[src/rtl/stereo_sample_pacer.sv]
`default_nettype none
// ============================================================================
// Module   : stereo_sample_pacer
// Purpose  : Buffers stereo frames from a valid/ready source. A phase-
//            accumulator NCO releases them at a fractional rate to the MPX
//            generator, and the last frame repeats on underrun.
// Revision : 1.0 - initial release
// ============================================================================
module stereo_sample_pacer #(
    parameter int DATA_WIDTH = 16,
    parameter int ACC_WIDTH  = 32,
    parameter int FIFO_DEPTH = 4
) (
    input  logic                          clk,
    input  logic                          reset,
    input  logic                          enable,
    input  logic [ACC_WIDTH-1:0]          rate_step,
    input  logic [DATA_WIDTH-1:0]         s_l,
    input  logic [DATA_WIDTH-1:0]         s_r,
    input  logic                          s_valid,
    output logic                          s_ready,
    output logic [DATA_WIDTH-1:0]         out_l,
    output logic [DATA_WIDTH-1:0]         out_r,
    output logic                          out_valid,
    output logic                          out_valid_180,
    output logic [$clog2(FIFO_DEPTH):0]   fifo_level,
    input  logic                          underrun_clear,
    output logic [15:0]                   underrun_count
);

    localparam int c_PTR_W = $clog2(FIFO_DEPTH);
    localparam int c_LVL_W = c_PTR_W + 1;
    localparam logic [c_LVL_W-1:0] c_FULL = c_LVL_W'(FIFO_DEPTH);

    logic [ACC_WIDTH-1:0]    r_acc;
    logic [ACC_WIDTH:0]      w_sum;
    logic                    w_wrap;
    logic                    w_half;
    logic                    w_empty;
    logic                    w_push;
    logic                    w_pop;

    logic [2*DATA_WIDTH-1:0] r_mem [FIFO_DEPTH];
    logic [c_PTR_W-1:0]      r_wr_ptr;
    logic [c_PTR_W-1:0]      r_rd_ptr;
    logic [c_LVL_W-1:0]      r_level;

    // Carry out of the phase add marks a new frame period; MSB rising alone marks mid-period.
    assign w_sum   = {1'b0, r_acc} + {1'b0, rate_step};
    assign w_wrap  = enable && w_sum[ACC_WIDTH];
    assign w_half  = enable && !r_acc[ACC_WIDTH-1] && w_sum[ACC_WIDTH-1] && !w_sum[ACC_WIDTH];

    assign w_empty    = (r_level == '0);
    assign s_ready    = (r_level != c_FULL);
    assign fifo_level = r_level;

    // Pop decision uses the pre-edge level, so a frame arriving on a wrap edge waits a period.
    assign w_push = s_valid && s_ready;
    assign w_pop  = w_wrap && !w_empty;

    always_ff @(posedge clk) begin
        if (w_push) begin
            r_mem[r_wr_ptr] <= {s_l, s_r};
        end
    end

    always_ff @(posedge clk) begin
        if (reset) begin
            r_acc          <= '0;
            r_wr_ptr       <= '0;
            r_rd_ptr       <= '0;
            r_level        <= '0;
            out_l          <= '0;
            out_r          <= '0;
            out_valid      <= 1'b0;
            out_valid_180  <= 1'b0;
            underrun_count <= '0;
        end else begin
            if (enable) begin
                r_acc <= w_sum[ACC_WIDTH-1:0];
            end

            out_valid     <= w_wrap;
            out_valid_180 <= w_half;

            if (w_push) begin
                r_wr_ptr <= r_wr_ptr + 1'b1;
            end
            if (w_pop) begin
                r_rd_ptr <= r_rd_ptr + 1'b1;
                {out_l, out_r} <= r_mem[r_rd_ptr];
            end

            case ({w_push, w_pop})
                2'b10:   r_level <= r_level + 1'b1;
                2'b01:   r_level <= r_level - 1'b1;
                default: r_level <= r_level;
            endcase

            if (underrun_clear) begin
                underrun_count <= '0;
            end else if (w_wrap && w_empty && (underrun_count != 16'hFFFF)) begin
                underrun_count <= underrun_count + 16'd1;
            end
        end
    end

endmodule
`default_nettype wire

[config.mk]
export PLATFORM = sky130hd
export DESIGN_NAME = stereo_sample_pacer
export DESIGN_NICKNAME = d
export VERILOG_FILES = /design/src/rtl/stereo_sample_pacer.sv
export SDC_FILE = /design/constraint.sdc
export NUM_CORES = 1
export LEC_CHECK = 0
export CORE_MARGIN = 2
export CORE_UTILIZATION = 55
export DETAILED_ROUTE_END_ITERATION = 12
export PLACE_DENSITY = 0.88
export SLEW_MARGIN = 20
export SYNTH_ARGS = -nofsm -noshare
export SYNTH_HDL_FRONTEND = slang
export SYNTH_SLANG_ARGS = --single-unit
[constraint.sdc]
create_clock -name clk -period 5.4 [get_ports clk]
set_input_delay 1.08 -clock clk [delete_from_list [all_inputs] [get_ports clk]]
set_output_delay 1.08 -clock clk [all_outputs]
set_load 0.01 [all_outputs]
==> results of run 1 <==
final cells by class:
class	instances	area share
Sequential cell	217	0.467
Multi-Input combinational cell	500	0.329
Timing Repair Buffer	127	0.104
Clock buffer	27	0.0525
Tap cell	225	0.0234
Clock inverter	17	0.0175
Inverter	21	0.00655
cell usage after synthesis, drive strengths merged (3+ instances only):
cell,n
and3,15
dfxtp,89
xnor2,15
or3,12
mux2i,48
nor3,10
o21a,4
a211oi,4
nand4,8
o211ai,3
xor2,19
o31ai,4
o21ai,31
a21o,17
o21bai,4
a211o,4
or4,3
buf,15
a21oi,42
inv,20
nand3,22
a31oi,8
o311ai,3
edfxtp,128
or2,3
nor2b,5
o22ai,7
nor2,73
clkbuf,20
mux4,32
ha,38
nand2,40
and4,3
flip-flops by register name (all words and copies together) (netlist names), 2 cells and up:
register / count
r_mem: 128
out_l: 16
r_rd_ptr: 2
fifo_level: 3
r_wr_ptr: 2
out_r: 16
underrun_count: 16
r_acc: 32
routing by layer:
| metal | up-vias | global-route usage | wire length (um) |
|---|---|---|---|
| met5 | - | 0 | 0 |
| met4 | 0 | 0.0636 | 342 |
| met3 | 28 | 0.0489 | 1500 |
| met2 | 209 | 0.388 | 10700 |
| met1 | 3231 | 0.311 | 9210 |
| li1 | 3168 | - | - |
power by group through the flow:
stage	combinational [mW]	clock, mW	sequential (mW)
floorplan	0.566	0	1.95
global placement	0.759	0	1.95
detailed placement	0.776	0	1.96
CTS	0.785	1.73	1.93
global route	0.871	1.80	1.94
finish	0.789	1.71	1.93
critical path, delay by kind of cell:
| family | cells | cell delay (ns) |
|---|---|---|
| AO/OA/AOI/OAI | 6 | 1.52 |
| adder cells (fa/ha/maj) | 4 | 1.03 |
| buffers and inverters | 3 | 0.53 |
| AND/OR/NAND/NOR | 2 | 0.41 |
| XOR/XNOR | 1 | 0.07 |
placed cells by master, fill, tap and decap left out, types with 12 or more instances in the layout:
cell,Yosys,routed
nand2_1,40,40
edfxtp_1,128,128
o21ai_0,28,28
or3_1,12,12
nor2_1,72,72
dfxtp_1,89,88
clkdlybuf4s50_1,0,121
a21oi_1,42,42
mux2i_1,48,48
xor2_1,19,19
xnor2_1,15,15
clkbuf_16,0,24
mux4_2,32,32
nand3_1,22,21
a21o_1,15,15
ha_1,38,38
inv_1,20,20
cells by family after synthesis:
kind of cell               after synthesis  synth area share
buffers and inverters                   56            0.0255
AOI/OAI and AO/OA                      144            0.0962
muxes                                   80             0.122
adders and majority gates               40            0.0525
and+or+nand+nor                        202             0.101
xor gates and xnor gates                34            0.0303
DFF                                    217             0.573
worst paths after layout:
check | cells after the start | endpoint | slack [ns]
hold / removal | 2 | r_acc[26] | 0.47
setup reg to reg | 15 | fifo_level[2] | 1.88
setup / recovery | 16 | fifo_level[2] | 1.18
hold reg to reg | 2 | r_acc[26] | 0.47
==> qor.csv, run 1 <==
stage;metric;value;unit
clock_tree;Root Buffer Master;clkbuf_16;
power_and_ir_drop;Sw Ratio;0.261;
clock_tree;CTS tree;done;
timing;Max Transition Viols Final;0;
min_path;class of the worst hold path;reg -> reg;
final_layout;Syn-to-layout area delta;22.6;%
drt;1st-pass router iterations;5;
drt;Initial DRC Count;433;
power_and_ir_drop;Switch Pwr;1.15;mW
timing;Tcrit/Tclk final;0.781;
synthesis;Synth warnings;0;
job;maximum capacitance violations;0;
drt;final antenna-violating net count;0;
clock_tree;cts repair resizes;0;
grt;largest net degree at the start of global routing;76;
setup_path;crit path cell chain;clkdlybuf4s50_1, ha_1, fa_1, a211oi_1, o211ai_2, a31o_1, a21o_4, a211o_2, nand3_2, inv_1, ha_1, inv_1, fa_1, xor2_1, or3_1, a21oi_1;
timing;worst clock skew;0.0146;ns
setup_path;CP Launch Point;rate_step[0];
synthesis;Yosys top cell by area;edfxtp_1;
setup_path;worst r2r src;r_acc[0];
drt;Routed WL;21.8;mm
floorplan;Die W;138;um
final_layout;fin cells;1134;
drt;DRC;0;
setup_path;slowest cell on the critical path;fa_1;
place;Post-DP Area;11200;um^2
power_and_ir_drop;Clk pwr share;0.386;
synthesis;top cell type's share of synthesized area;0.391;
power_and_ir_drop;Comb power frac;0.178;
place;port bufs;122;
drt;via count;6636;
power_and_ir_drop;leakage;4.64;nW
final_layout;register area;5630;um^2
timing;Setup violations, final;0;
place;Post-Place Worst Slack;0.721;ns
power_and_ir_drop;sequential share of power;0.436;
drt;Avg WL per Cell;19.2;um
place;final weighted congestion in routability-driven placement;0.908;
clock_tree;clock-pin slew on the worst setup and hold paths;0.06;ns
synthesis;Netlist cell types;67;
clock_tree;clock tree sinks;217;
drt;drt via density;5.85;
grt;initial antenna violation count;0;
grt;all-layer global routing usage;0.233;
status;outcome;completed;
floorplan;Die Height;138;um
clock_tree;hold buffers post-CTS;0;
floorplan;Initial Util;0.566;
clock_tree;Post-CTS Setup Bufs;0;
setup_path;crit path DAT;4.65;ns
synthesis;EDFF count, synth;128;
grt;first-pass GRT wire length;34.0;mm
synthesis;flop and latch count out of synthesis;217;
timing;fmax;0.237;GHz
floorplan;Die ar.;18900;um^2
setup_path;CP Max Fanout;7;
floorplan;I/O pin count;123;
clock_tree;total CTS buffers;24;
synthesis;top post-synthesis cells by area;edfxtp_1, dfxtp_1, mux4_2;
setup_path;slowest stage delay, CP;0.43;ns
synthesis;Avg Cell Area, Syn;12.7;um^2
synthesis;Gate Count Post-Synth;773;
floorplan;row cnt;48;
final_layout;share of layout cells above drive strength 1;0.109;
timing;setup tns final;0;ns
timing;Min Hold Slack;0.469;ns
timing;Worst Max-Slew Pin Slew;0.905;ns
final_layout;fillcell total;1213;
floorplan;Core Box Area;17400;um^2
grt;remaining global-route overflow;0;
power_and_ir_drop;overall power;4.43;mW
final_layout;post-route cell area;12000;um^2
power_and_ir_drop;internal cell power;3.27;mW
min_path;Hold Startpoint;r_acc[26];
final_layout;area occupied by multi-input gates;3960;um^2
timing;endpoints failing hold;0;
final_layout;Layout Utilization;0.694;
place;placed cells;1090;
clock_tree;CTS H-tree depth;1;
grt;vias in the first global route;6530;
power_and_ir_drop;Peak VDD IR;282;uV
timing;RSZ-0062 raised after global routing;no;
setup_path;CP Class;in -> reg;
clock_tree;CTS Buffer Depth;3;
synthesis;Top FF cell, synth;edfxtp_1;
final_layout;final net count;1000;
clock_tree;clock insertion delay at the later pin of the skew report;0.52;ns
synthesis;syn_nets;882;
power_and_ir_drop;Pwr per Cell Area;368;nW/um^2
synthesis;register area share after synthesis;0.573;
timing;crit path time final;4.22;ns
timing;setup ws final;1.18;ns
synthesis;asr flop ratio synth;0;
timing;slew margin rel.;0.396;
setup_path;required time of the critical path;5.84;ns
final_layout;ant diodes;0;
place;final HPWL from detailed placement;13.8;mm
setup_path;startpoint types;input pin;
setup_path;crit end category;flip-flop;
synthesis;Syn Std Cell Area;9820;um^2
Power figures use the tool's default switching activity.
==> run 2: changes to the inputs <==
--- a/config.mk
+++ b/config.mk
@@ -6,9 +6,9 @@
 export NUM_CORES = 1
 export LEC_CHECK = 0
 export CORE_MARGIN = 2
-export CORE_UTILIZATION = 55
+export CORE_UTILIZATION = 50
 export DETAILED_ROUTE_END_ITERATION = 12
-export PLACE_DENSITY = 0.88
+export PLACE_DENSITY = 0.85
 export SLEW_MARGIN = 20
 export SYNTH_ARGS = -nofsm -noshare
 export SYNTH_HDL_FRONTEND = slang
==> constraint.sdc (replaced) <==
create_clock -name clk -period 3.46 [get_ports clk]
set_input_delay 0.692 -clock clk [delete_from_list [all_inputs] [get_ports clk]]
set_output_delay 0.692 -clock clk [all_outputs]
set_load 0.01 [all_outputs]
==> run 2 against run 1 <==
  * Global-route usage shrank 1.6 points
  * Sequential cell count unchanged
  * Non-clock buffer count is 88 higher
  * Worst setup slack worse by 1.0 ns
  * Critical path depth decreased by 1
  * Register-to-register slack worse by 1.6 ns
  * Via count is 3.0% higher
==> qor.csv, run 2 (synthesized netlist as in run 1, its figures left out) <==
stage;metric;value;unit;change
status;outcome;completed;;
final_layout;Top Registers;r_mem (128), r_acc (32);;
setup_path;crit end category;flip-flop;;
power_and_ir_drop;overall power;6.91;mW;+56%
setup_path;worst r2r src;r_acc[0];;
timing;Setup violations, final;0;;unchanged
floorplan;row cnt;51;;+6.3%
final_layout;Syn-to-layout area delta;29.4;%;
drt;via count;6832;;+3.0%
setup_path;Worst R2R Path Depth;15;;unchanged
grt;all-layer global routing usage;0.217;;-0.0156
timing;RSZ-0062 raised after global routing;no;;
clock_tree;CTS Buffer Depth;3;;unchanged
place;final weighted congestion in routability-driven placement;0.911;;+0.30%
timing;Worst Max-Slew Pin Slew;0.882;ns;-0.0232 ns
grt;initial antenna violation count;0;;unchanged
power_and_ir_drop;Pwr per Cell Area;543;nW/um^2;+48%
timing;crit path time final;3.29;ns;
setup_path;CP Class;in -> reg;;
floorplan;Die ar.;20800;um^2;+9.7%
clock_tree;CTS tree;done;;
grt;first-pass GRT wire length;35.2;mm;+3.4%
floorplan;Die W;144;um;+4.7%
floorplan;Core Box Area;19400;um^2;+12%
drt;Initial DRC Count;363;;-16%
final_layout;max reg flops;128;;unchanged
job;maximum capacitance violations;0;;unchanged
timing;worst clock skew;0.00972;ns;-0.00485 ns
final_layout;commonest non-fill, non-tap cell in the layout;edfxtp_1;;
setup_path;CP Launch Point;rate_step[1];;
grt;largest net degree at the start of global routing;51;;-33%
timing;fmax;0.304;GHz;
timing;slew margin rel.;0.412;;+0.0155
final_layout;Reg with most FFs;r_mem;;
setup_path;required time of the critical path;3.90;ns;-1.94 ns
grt;vias in the first global route;7002;;+7.2%
setup_path;startpoint types;input pin;;
drt;Routed WL;22.4;mm;+3.0%
final_layout;share of layout cells above drive strength 1;0.190;;+0.0812
timing;Tcrit/Tclk final;0.951;;
timing;endpoints failing hold;0;;unchanged
setup_path;R2R Setup Slk;0.27;ns;-1.61 ns
timing;setup tns final;0;ns;unchanged
clock_tree;CTS H-tree depth;1;;unchanged
clock_tree;clock tree sinks;217;;unchanged
floorplan;I/O pin count;123;;unchanged
grt;remaining global-route overflow;0;;unchanged
clock_tree;clock insertion delay at the later pin of the skew report;0.51;ns;about the same
setup_path;reg-to-reg endpoint;fifo_level[2];;
timing;Max Transition Viols Final;0;;unchanged
final_layout;Layout Utilization;0.655;;-0.0383
drt;Avg WL per Cell;17.8;um;-7.2%
setup_path;crit path DAT;3.73;ns;-0.92 ns
drt;DRC;0;;unchanged
clock_tree;clock-pin slew on the worst setup and hold paths;0.06;ns;about the same
final_layout;most frequent cells in the layout;edfxtp_1, clkdlybuf4s50_1, buf_4, dfxtp_1, nor2_1;;
power_and_ir_drop;leakage;5.04;nW;+8.7%
setup_path;crit path to;fifo_level[2];;
power_and_ir_drop;Peak VDD IR;433;uV;+54%
final_layout;final net count;1087;;+8.7%
place;final HPWL from detailed placement;15.1;mm;+9.9%
floorplan;Die Height;144;um;+4.7%
setup_path;CP Max Fanout;2;;-5
clock_tree;Root Buffer Master;clkbuf_16;;
final_layout;fillcell total;1472;;+21%
drt;final antenna-violating net count;0;;unchanged
clock_tree;Post-CTS Setup Bufs;0;;unchanged
clock_tree;total CTS buffers;23;;-4.2%
place;port bufs;122;;unchanged
final_layout;ant diodes;0;;unchanged
min_path;class of the worst hold path;reg -> reg;;
floorplan;Initial Util;0.506;;-0.0596
drt;1st-pass router iterations;5;;unchanged
drt;drt via density;5.43;;-7.3%
-- run 2: worst min path at each step --
stage,slack [ns],depth (start not counted),end,startpoint
after CTS,0.46,2,r_acc[26],r_acc[26]
final,0.46,2,r_acc[26],r_acc[26]
after global routing,0.50,2,r_acc[24],r_acc[24]
after global placement,0.44,2,r_acc[28],r_acc[28]
after floorplan,0.43,1,out_valid_180,r_acc[31]
after detailed placement,0.45,2,r_acc[26],r_acc[26]
-- run 2: metal layers --
layer	share of wire	track usage
met5	0	0
met2	0.50	0.386
met3	0.056	0.0477
met4	0.029	0.0705
met1	0.41	0.264
-- run 2: cell type report --
type                       count  area (um^2)  area share
sequential                   217         5630       0.443
multi-input combinational    500         4000       0.315
timing repair buffer         215         1930       0.152
clock buffer                  28          604      0.0475
tap                          265          332      0.0261
clock inverter                13          135      0.0106
inverter                      21         81.3     0.00640
-- run 2: metrics by stage --
step	setup slack (ns)	instances	hold slack, ns	instance area (um^2)
global route	0.00532	1259	0.499	12700
CTS	0.00337	1259	0.463	12700
global placement	-0.484	1218	0.441	12000
floorplan	-0.289	773	0.427	9880
finish	0.171	1259	0.458	12700
detailed placement	-0.580	1218	0.450	12000
-- run 2: what timing repair did --
| item | in CTS | in global routing |
|---|---|---|
| pin swaps | 1 | 2 |
| endpoints found under the setup margin | 14 | 5 |
| cloned | 0 | 0 |
| hold buffers | 0 | 0 |
| resized for setup | 1 | 1 |
-- run 2: critical path: stages --
cell	delay [ns]
clkdlybuf4s50_1	0.45
fa_2	0.37
a211oi_2	0.27
o211ai_2	0.13
a31o_1	0.23
a21o_4	0.20
a211o_4	0.33
nand3_2	0.11
inv_4	0.05
ha_4	0.16
inv_2	0.05
fa_2	0.19
xor2_1	0.07
or3_1	0.31
a21oi_1	0.12
-- run 2: power breakdown --
group / internal [mW] / total, mW / switching (mW)
logic: 0.769 / 1.50 / 0.726
registers: 2.92 / 3.01 / 0.0879
clock network: 1.40 / 2.40 / 1.00
total: 5.09 / 6.91 / 1.81
==> run 3: changes to the inputs <==
--- a/config.mk
+++ b/config.mk
@@ -8,6 +8,7 @@
 export CORE_MARGIN = 2
 export CORE_UTILIZATION = 50
 export DETAILED_ROUTE_END_ITERATION = 12
+export GPL_TIMING_DRIVEN = 0
 export PLACE_DENSITY = 0.85
 export SLEW_MARGIN = 20
 export SYNTH_ARGS = -nofsm -noshare
==> run 3 against run 2 <==
  * Global-route usage decreased by 0.19 points
  * Core utilization fell by 0.41 points
  * First-iteration DRC count rose by 22%
  * Routed wire length grew 0.33%
  * Sequential power hardly changed
  * Clock skew rose by 0.00078 ns
  * Largest power group unchanged
  * Worst setup slack lost 0.0076 ns
==> qor.csv, run 3 (synthesized netlist as in run 1, its figures left out) <==
stage;metric;value;unit;change
job;maximum capacitance violations;0;;unchanged
timing;worst clock skew;0.0105;ns;+0.000780 ns
min_path;class of the worst hold path;reg -> reg;;
setup_path;CP Class;in -> reg;;
grt;vias in the first global route;6696;;-4.4%
place;Post-DP Area;11500;um^2;-3.6%
clock_tree;CTS H-tree depth;1;;unchanged
final_layout;ant diodes;0;;unchanged
setup_path;required time of the critical path;3.91;ns;about the same
drt;Routed WL;22.5;mm;+0.33%
setup_path;R2R Setup Slk;0.20;ns;-0.07 ns
timing;endpoints failing hold;0;;unchanged
floorplan;Die W;144;um;unchanged
final_layout;Layout Utilization;0.651;;-0.00413
power_and_ir_drop;sequential share of power;0.421;;-0.015
setup_path;crit path cell chain;clkdlybuf4s50_1, ha_4, a21oi_2, o22ai_4, a31o_1, a21o_4, a211o_4, nand3_4, inv_4, ha_4, inv_2, fa_2, xor2_1, or3_1, a21oi_2;;
setup_path;startpoint types;input pin;;
setup_path;CP Max Fanout;5;;+3
power_and_ir_drop;Switch Pwr;1.86;mW;+2.5%
timing;Worst Max-Slew Pin Slew;0.869;ns;-0.0126 ns
drt;via count;6754;;-1.1%
grt;first-pass GRT wire length;34.7;mm;-1.3%
power_and_ir_drop;internal cell power;5.26;mW;+3.2%
final_layout;most frequent cells in the layout;edfxtp_1, clkdlybuf4s50_1, dfxtp_1, nor2_1, mux2i_1;;
timing;Max Transition Viols Final;0;;unchanged
floorplan;I/O pin count;123;;unchanged
final_layout;final net count;1044;;-4.0%
clock_tree;total CTS buffers;23;;unchanged
drt;DRC;0;;unchanged
timing;slew margin rel.;0.420;;+0.00841
final_layout;Reg with most FFs;r_mem;;
clock_tree;hold buffers post-CTS;0;;unchanged
final_layout;share of layout cells above drive strength 1;0.152;;-0.0378
place;final HPWL from detailed placement;15.2;mm;+0.29%
power_and_ir_drop;Sw Ratio;0.261;;-0.00134
timing;fmax;0.303;GHz;-0.23%
floorplan;row cnt;51;;unchanged
setup_path;crit end category;flip-flop;;
floorplan;Die ar.;20800;um^2;unchanged
drt;final antenna-violating net count;0;;unchanged
timing;crit path time final;3.30;ns;+0.00757 ns
clock_tree;CTS tree;done;;
final_layout;fin cells;1217;;-3.3%
place;port bufs;121;;-0.82%
clock_tree;clock-pin slew on the worst setup and hold paths;0.06;ns;about the same
status;outcome;completed;;
grt;initial antenna violation count;0;;unchanged
final_layout;commonest non-fill, non-tap cell in the layout;edfxtp_1;;
drt;Avg WL per Cell;18.5;um;+3.8%
power_and_ir_drop;Pwr per Cell Area;564;nW/um^2;+3.7%
final_layout;post-route cell area;12600;um^2;-0.63%
timing;RSZ-0062 raised after global routing;no;;
drt;1st-pass router iterations;5;;unchanged
floorplan;Initial Util;0.506;;unchanged
clock_tree;Root Buffer Master;clkbuf_16;;
final_layout;Syn-to-layout area delta;28.6;%;
grt;all-layer global routing usage;0.215;;-0.00190
final_layout;max reg flops;128;;unchanged
power_and_ir_drop;leakage;4.83;nW;-4.2%
place;placed cells;1163;;-4.5%
place;final weighted congestion in routability-driven placement;0.899;;-1.3%
floorplan;Die Height;144;um;unchanged
power_and_ir_drop;Comb power frac;0.199;;-0.017
drt;drt via density;5.55;;+2.3%
power_and_ir_drop;Clk pwr share;0.379;;+0.031
floorplan;Core Box Area;19400;um^2;unchanged
grt;remaining global-route overflow;0;;unchanged
clock_tree;clock tree sinks;217;;unchanged
setup_path;slowest cell on the critical path;clkdlybuf4s50_1;;
setup_path;crit path DAT;3.75;ns;+0.02 ns
timing;Setup violations, final;0;;unchanged
grt;largest net degree at the start of global routing;23;;-55%
power_and_ir_drop;Peak VDD IR;660;uV;+52%
final_layout;Top Registers;r_mem (128), r_acc (32);;
timing;Tcrit/Tclk final;0.953;;+0.00219
drt;Initial DRC Count;442;;+22%
clock_tree;clock insertion delay at the later pin of the skew report;0.52;ns;about the same
clock_tree;CTS Buffer Depth;3;;unchanged
setup_path;slowest stage delay, CP;0.51;ns;+0.06 ns
## run 3: worst paths after layout
path	from	to	cells after the start
hold / removal	r_acc[31]	out_valid_180	1
setup reg to reg	r_acc[0]	fifo_level[2]	15
hold reg to reg	r_acc[31]	out_valid_180	1
setup / recovery	rate_step[11]	fifo_level[2]	15
## run 3: cell type report
class / count / area (um^2)
Fill cell: 1428 / 6770
Sequential cell: 217 / 5630
Multi-Input combinational cell: 500 / 4170
Timing Repair Buffer: 139 / 1430
Clock buffer: 29 / 628
Tap cell: 265 / 332
Clock inverter: 13 / 203
Buffer: 33 / 166
Inverter: 21 / 81.3
## run 3: through the flow
stage               TNS (ns)  worst slack (ns)  hold WS [ns]  total power, mW
finish                     0             0.163         0.464             7.12
global route               0            0.0481         0.489             7.42
floorplan             -0.541            -0.289         0.427             3.94
CTS                        0            0.0216         0.464             7.08
detailed placement    -23.35             -1.10         0.452             4.33
global placement      -21.93             -1.05         0.443             4.27
## run 3: repair_timing
action                     in CTS  in global routing
resized for setup              14                 38
setup endpoints to repair       6                  2
pin swaps                       6                 16
buffers inserted                7                  7
## run 3: power by group through the flow
stage               Combinational, mW  Sequential (mW)  Clock (mW)
floorplan                       0.896             3.04           0
global placement                 1.23             3.04           0
detailed placement               1.28             3.05           0
CTS                              1.33             3.00        2.75
global route                     1.55             3.02        2.85
finish                           1.42             3.00        2.70
## run 3: critical path, delay by kind of cell
kind / cells / cell delay, ns
AOI/OAI and AO/OA: 6 / 1.30
buffers and inverters: 3 / 0.60
adders and majority gates: 3 / 0.57
and+or+nand+nor: 2 / 0.50
xor gates and xnor gates: 1 / 0.07
## run 3: metal layers
metal | part of all wire | GRT usage | vias to the layer above
li1 | - | - | 3240
met1 | 0.41 | 0.265 | 3298
met2 | 0.51 | 0.388 | 191
met3 | 0.073 | 0.0530 | 25
met4 | 0.013 | 0.0429 | 0
met5 | 0 | 0 | -
==> edit 1: new RTL, config.mk and constraints of run 1 <==
Register the output `underrun_count` once more, cleared by the reset; this adds one clock of latency there. The other outputs are not delayed to match.
--- a/src/rtl/stereo_sample_pacer.sv
+++ b/src/rtl/stereo_sample_pacer.sv
@@ -31,6 +31,8 @@
     localparam int c_PTR_W = $clog2(FIFO_DEPTH);
     localparam int c_LVL_W = c_PTR_W + 1;
     localparam logic [c_LVL_W-1:0] c_FULL = c_LVL_W'(FIFO_DEPTH);
+
+    logic [15:0] underrun_count_s0;
 
     logic [ACC_WIDTH-1:0]    r_acc;
     logic [ACC_WIDTH:0]      w_sum;
@@ -74,7 +76,7 @@
             out_r          <= '0;
             out_valid      <= 1'b0;
             out_valid_180  <= 1'b0;
-            underrun_count <= '0;
+            underrun_count_s0 <= '0;
         end else begin
             if (enable) begin
                 r_acc <= w_sum[ACC_WIDTH-1:0];
@@ -98,10 +100,18 @@
             endcase
 
             if (underrun_clear) begin
-                underrun_count <= '0;
-            end else if (w_wrap && w_empty && (underrun_count != 16'hFFFF)) begin
-                underrun_count <= underrun_count + 16'd1;
+                underrun_count_s0 <= '0;
+            end else if (w_wrap && w_empty && (underrun_count_s0 != 16'hFFFF)) begin
+                underrun_count_s0 <= underrun_count_s0 + 16'd1;
             end
+        end
+    end
+
+    always_ff @(posedge clk) begin
+        if (reset) begin
+            underrun_count <= '0;
+        end else begin
+            underrun_count <= underrun_count_s0;
         end
     end
 
Behaviour: not the same (Yosys sat finds a counterexample within 4 cycles, from zero or initial values and one cycle with reset high).
==> edit 1 against run 1 <==
Routed wire length fell by 3.3%. Area after synthesis rose by 5.1%. Non-clock buffer count shrank 1. Fmax down 4.9%. Design area is 4.1% higher. Sequential cell count increased by 16. Power grew 1.9%. Sequential power rose by 5%. Setup slack worse by 0.22 ns. Highest routed layer unchanged.
==> edit 1: results <==
metrics = {
    "status": {
        "status": "finished, final reports clean",
    },
    "worst_setup_path": {
        "cp.arrival_ns": 4.87,
        "rrSetupSlack_ns": 1.67,
        "slowest_delay_ns": 0.57,
    },
    "cells_and_area": {
        "multi_input_area_sq_mm": 0.00410,
        "buffers": 126,
        "drive_gt1_share_pct": 10.7,
        "num-multi-input-gates": 521,
        "bufAreaShareNonClock_pct": 9.92,
        "inverters": 27,
    },
    "routing": {
        "vias_per_cell": 5.68,
        "wl_met2_microns": 10500,
        "num_vias": 6732,
        "wirelength_microns": 21000,
        "m1WireLength_microns": 8660,
    },
    "placement": {
        "pre_cts_ws_ns": 0.392,
    },
    "global_routing": {
        "grtUsageMet2_pct": 37.4,
        "grt_max_degree": 67,
        "grt_pass1_wl_microns": 34000,
    },
    "timing": {
        "fin_hold_ws_ns": 0.457,
        "fin_skew_ns": 0.0302,
        "layout_setup_ws_ns": 0.965,
    },
    "pwr": {
        "power.leakage_nw": 4.78,
    },
    "yosys": {
        "synth_cell_types": 62,
        "synth.top_cells.by_count": "128 x edfxtp_1, 105 x dfxtp_1, 91 x nor2_1",
        "syn_inst": 820,
        "synthTopCellsByArea": "edfxtp_1 37%, dfxtp_1 20%, mux4_2 7.0%",
    },
}
==> edit 1: cell count changes after synthesis, sizes merged, moves of 8 or more <==
cell / run 1 / this run
nor2: 73 / 91
dfxtp: 89 / 105
clkbuf: 20 / 31
nor2b: 5 / 15
o21ai: 31 / 21
and3: 15 / 7
==> edit 1: kinds of logic (layout without fill, tap and decap cells) <==
| logic type | after synthesis | count (layout) | share of synthesized area, % |
|---|---|---|---|
| AO/OA/AOI/OAI | 125 | 125 | 8.29 |
| XOR/XNOR | 39 | 39 | 3.31 |
| adder cells (fa/ha/maj) | 40 | 40 | 4.99 |
| buffers and inverters | 66 | 197 | 2.69 |
| flip-flops | 233 | 233 | 57.6 |
| multiplexers | 82 | 82 | 11.8 |
| AND/OR/NAND/NOR | 235 | 235 | 11.3 |
==> edit 1: worst paths after layout <==
path,from,to,cells past startpoint
min reg2reg,r_acc[31],out_valid_180,1
max,rate_step[0],fifo_level[2],16
min,r_acc[31],out_valid_180,1
max reg2reg,r_acc[0],fifo_level[2],15
==> edit 2: new RTL, flow settings as in run 1 <==
Without the edit above. Change the parameter `ACC_WIDTH` from 32 to 48.
--- a/src/rtl/stereo_sample_pacer.sv
+++ b/src/rtl/stereo_sample_pacer.sv
@@ -8,7 +8,7 @@
 // ============================================================================
 module stereo_sample_pacer #(
     parameter int DATA_WIDTH = 16,
-    parameter int ACC_WIDTH  = 32,
+    parameter int ACC_WIDTH  = 48,
     parameter int FIFO_DEPTH = 4
 ) (
     input  logic                          clk,
Interface: changed (resized rate_step); port bits go from 123 to 139. The function was not compared with the original's and may differ.
==> edit 2 against run 1 <==
Final cell count increased by 24%. Via count up 26%. Design area grew 14%. Area after synthesis grew 16%. Sequential cell count rose by 16. Power increased by 8.9%. Routed wire length increased by 20%. Die area is 15% higher. Register-to-register slack worse by 0.23 ns. Setup slack lost 0.21 ns. Global-route usage is 0.66 points higher.
==> edit 2: results <==
metrics = {
    "yosys": {
        "synth.top_cells.by_count": "128 x edfxtp_1, 109 x nor2_1, 105 x dfxtp_1",
        "yosys.area_share.adder_pct": 6.30,
        "synthMuxAreaShare_pct": 11.4,
        "synth_cell_types": 76,
        "syn_inst": 988,
        "syn-num-nets": 1129,
        "synthTopCellsByArea": "edfxtp_1 34%, dfxtp_1 18%, mux4_2 6.3%",
        "ys_seq_area_share_pct": 52.3,
        "synth_xor_area_share_pct": 3.16,
        "synth_compound_area_share_pct": 12.4,
    },
    "placement": {
        "port_buffers": 138,
        "dp_cells": 1361,
        "pre_cts_ws_ns": 0.511,
        "dpl_cell_area_sq_mm": 0.0129,
        "place.gp.congestion": 0.921,
        "hpwl_microns": 17700,
    },
    "worst_setup_path": {
        "cp.arrival_ns": 4.87,
        "path_max_fanout": 5,
    },
    "routing": {
        "vias_per_cell": 5.92,
        "drt-initial-drc-count": 481,
        "wirelength_microns": 26100,
    },
    "clock_network": {
        "ctsRootBufferMaster": "clkbuf_16",
        "clock_latency_ns": 0.54,
        "post-cts-setup-buffers": 0,
    },
    "timing": {
        "fin_skew_ns": 0.0248,
    },
    "cells_and_area": {
        "drive_gt1_share_pct": 9.41,
        "fill_cells": 1429,
        "nets": 1259,
    },
    "pwr": {
        "ir_drop_mv": 0.311,
        "power.leakage_nw": 5.05,
        "p_sw_mw": 1.34,
    },
    "global_routing": {
        "grt_max_degree": 60,
        "grt_use_total_pct": 23.9,
        "grt_pass1_wl_microns": 41900,
    },
    "status": {
        "status": "finished, final reports clean",
    },
    "hold_path": {
        "hp-class": "register to register",
    },
}
[edit 2: cell types whose count changed after synthesis, sizes merged, moves of 16 or more]
cell and delta:
dfxtp +16, nor2 +38, ha +16, a21oi +41, nand2 +26
[edit 2: power by group through the flow]
stage | Sequential, mW | Clock (mW) | Combinational [mW]
after global placement | 2.09 | 0 | 0.996
after detailed placement | 2.10 | 0 | 1.02
after floorplan | 2.08 | 0 | 0.750
after CTS | 2.06 | 1.74 | 1.03
after global routing | 2.07 | 1.81 | 1.15
final | 2.06 | 1.71 | 1.04
[edit 2: cell type report]
type	count	area [sq um]	share of cell area (%)
inverter	19	71.3	0.518
multi-input combinational	691	5150	37.4
clock buffer	34	673	4.89
timing repair buffer	148	1450	10.5
clock inverter	12	154	1.12
tap	270	338	2.45
sequential	233	5950	43.2
[edit 2: metal layers]
| metal | wire, microns | track usage (%) | vias to the layer above |
|---|---|---|---|
| met1 | 10800 | 30.3 | 4020 |
| met4 | 682 | 7.79 | 0 |
| met5 | 0 | 0 | - |
| li1 | - | - | 3978 |
| met2 | 12600 | 40.3 | 284 |
| met3 | 2100 | 6.36 | 54 |
[edit 2: critical path: stages]
cell and delay [ns]:
clkdlybuf4s50_1 0.41, ha_1 0.25, fa_1 0.44, a211oi_1 0.25
o21ai_1 0.19, o21ai_0 0.34, nand2_1 0.21, a211oi_2 0.37
nor3_1 0.11, nor2_2 0.17, inv_2 0.06, ha_1 0.20
inv_1 0.07, fa_1 0.18, xor2_1 0.07, or3_1 0.30
a21oi_1 0.16
[edit 2: cell families (layout without fill, tap and decap cells)]
logic type | count (synthesis) | in the layout
buffers and inverters | 64 | 213
multiplexers | 89 | 89
XOR/XNOR | 41 | 41
AO/OA/AOI/OAI | 220 | 220
flip-flops | 233 | 233
AND/OR/NAND/NOR | 285 | 285
adder cells (fa/ha/maj) | 56 | 56
[edit 2: path summary, 6_finish.rpt]
kind | startpoint | end | slack [ns] | cells past startpoint
max | rate_step[0] | fifo_level[2] | 0.97 | 17
min | r_acc[47] | out_valid_180 | 0.45 | 1
max reg2reg | r_acc[0] | fifo_level[2] | 1.65 | 16
min reg2reg | r_acc[47] | out_valid_180 | 0.45 | 1
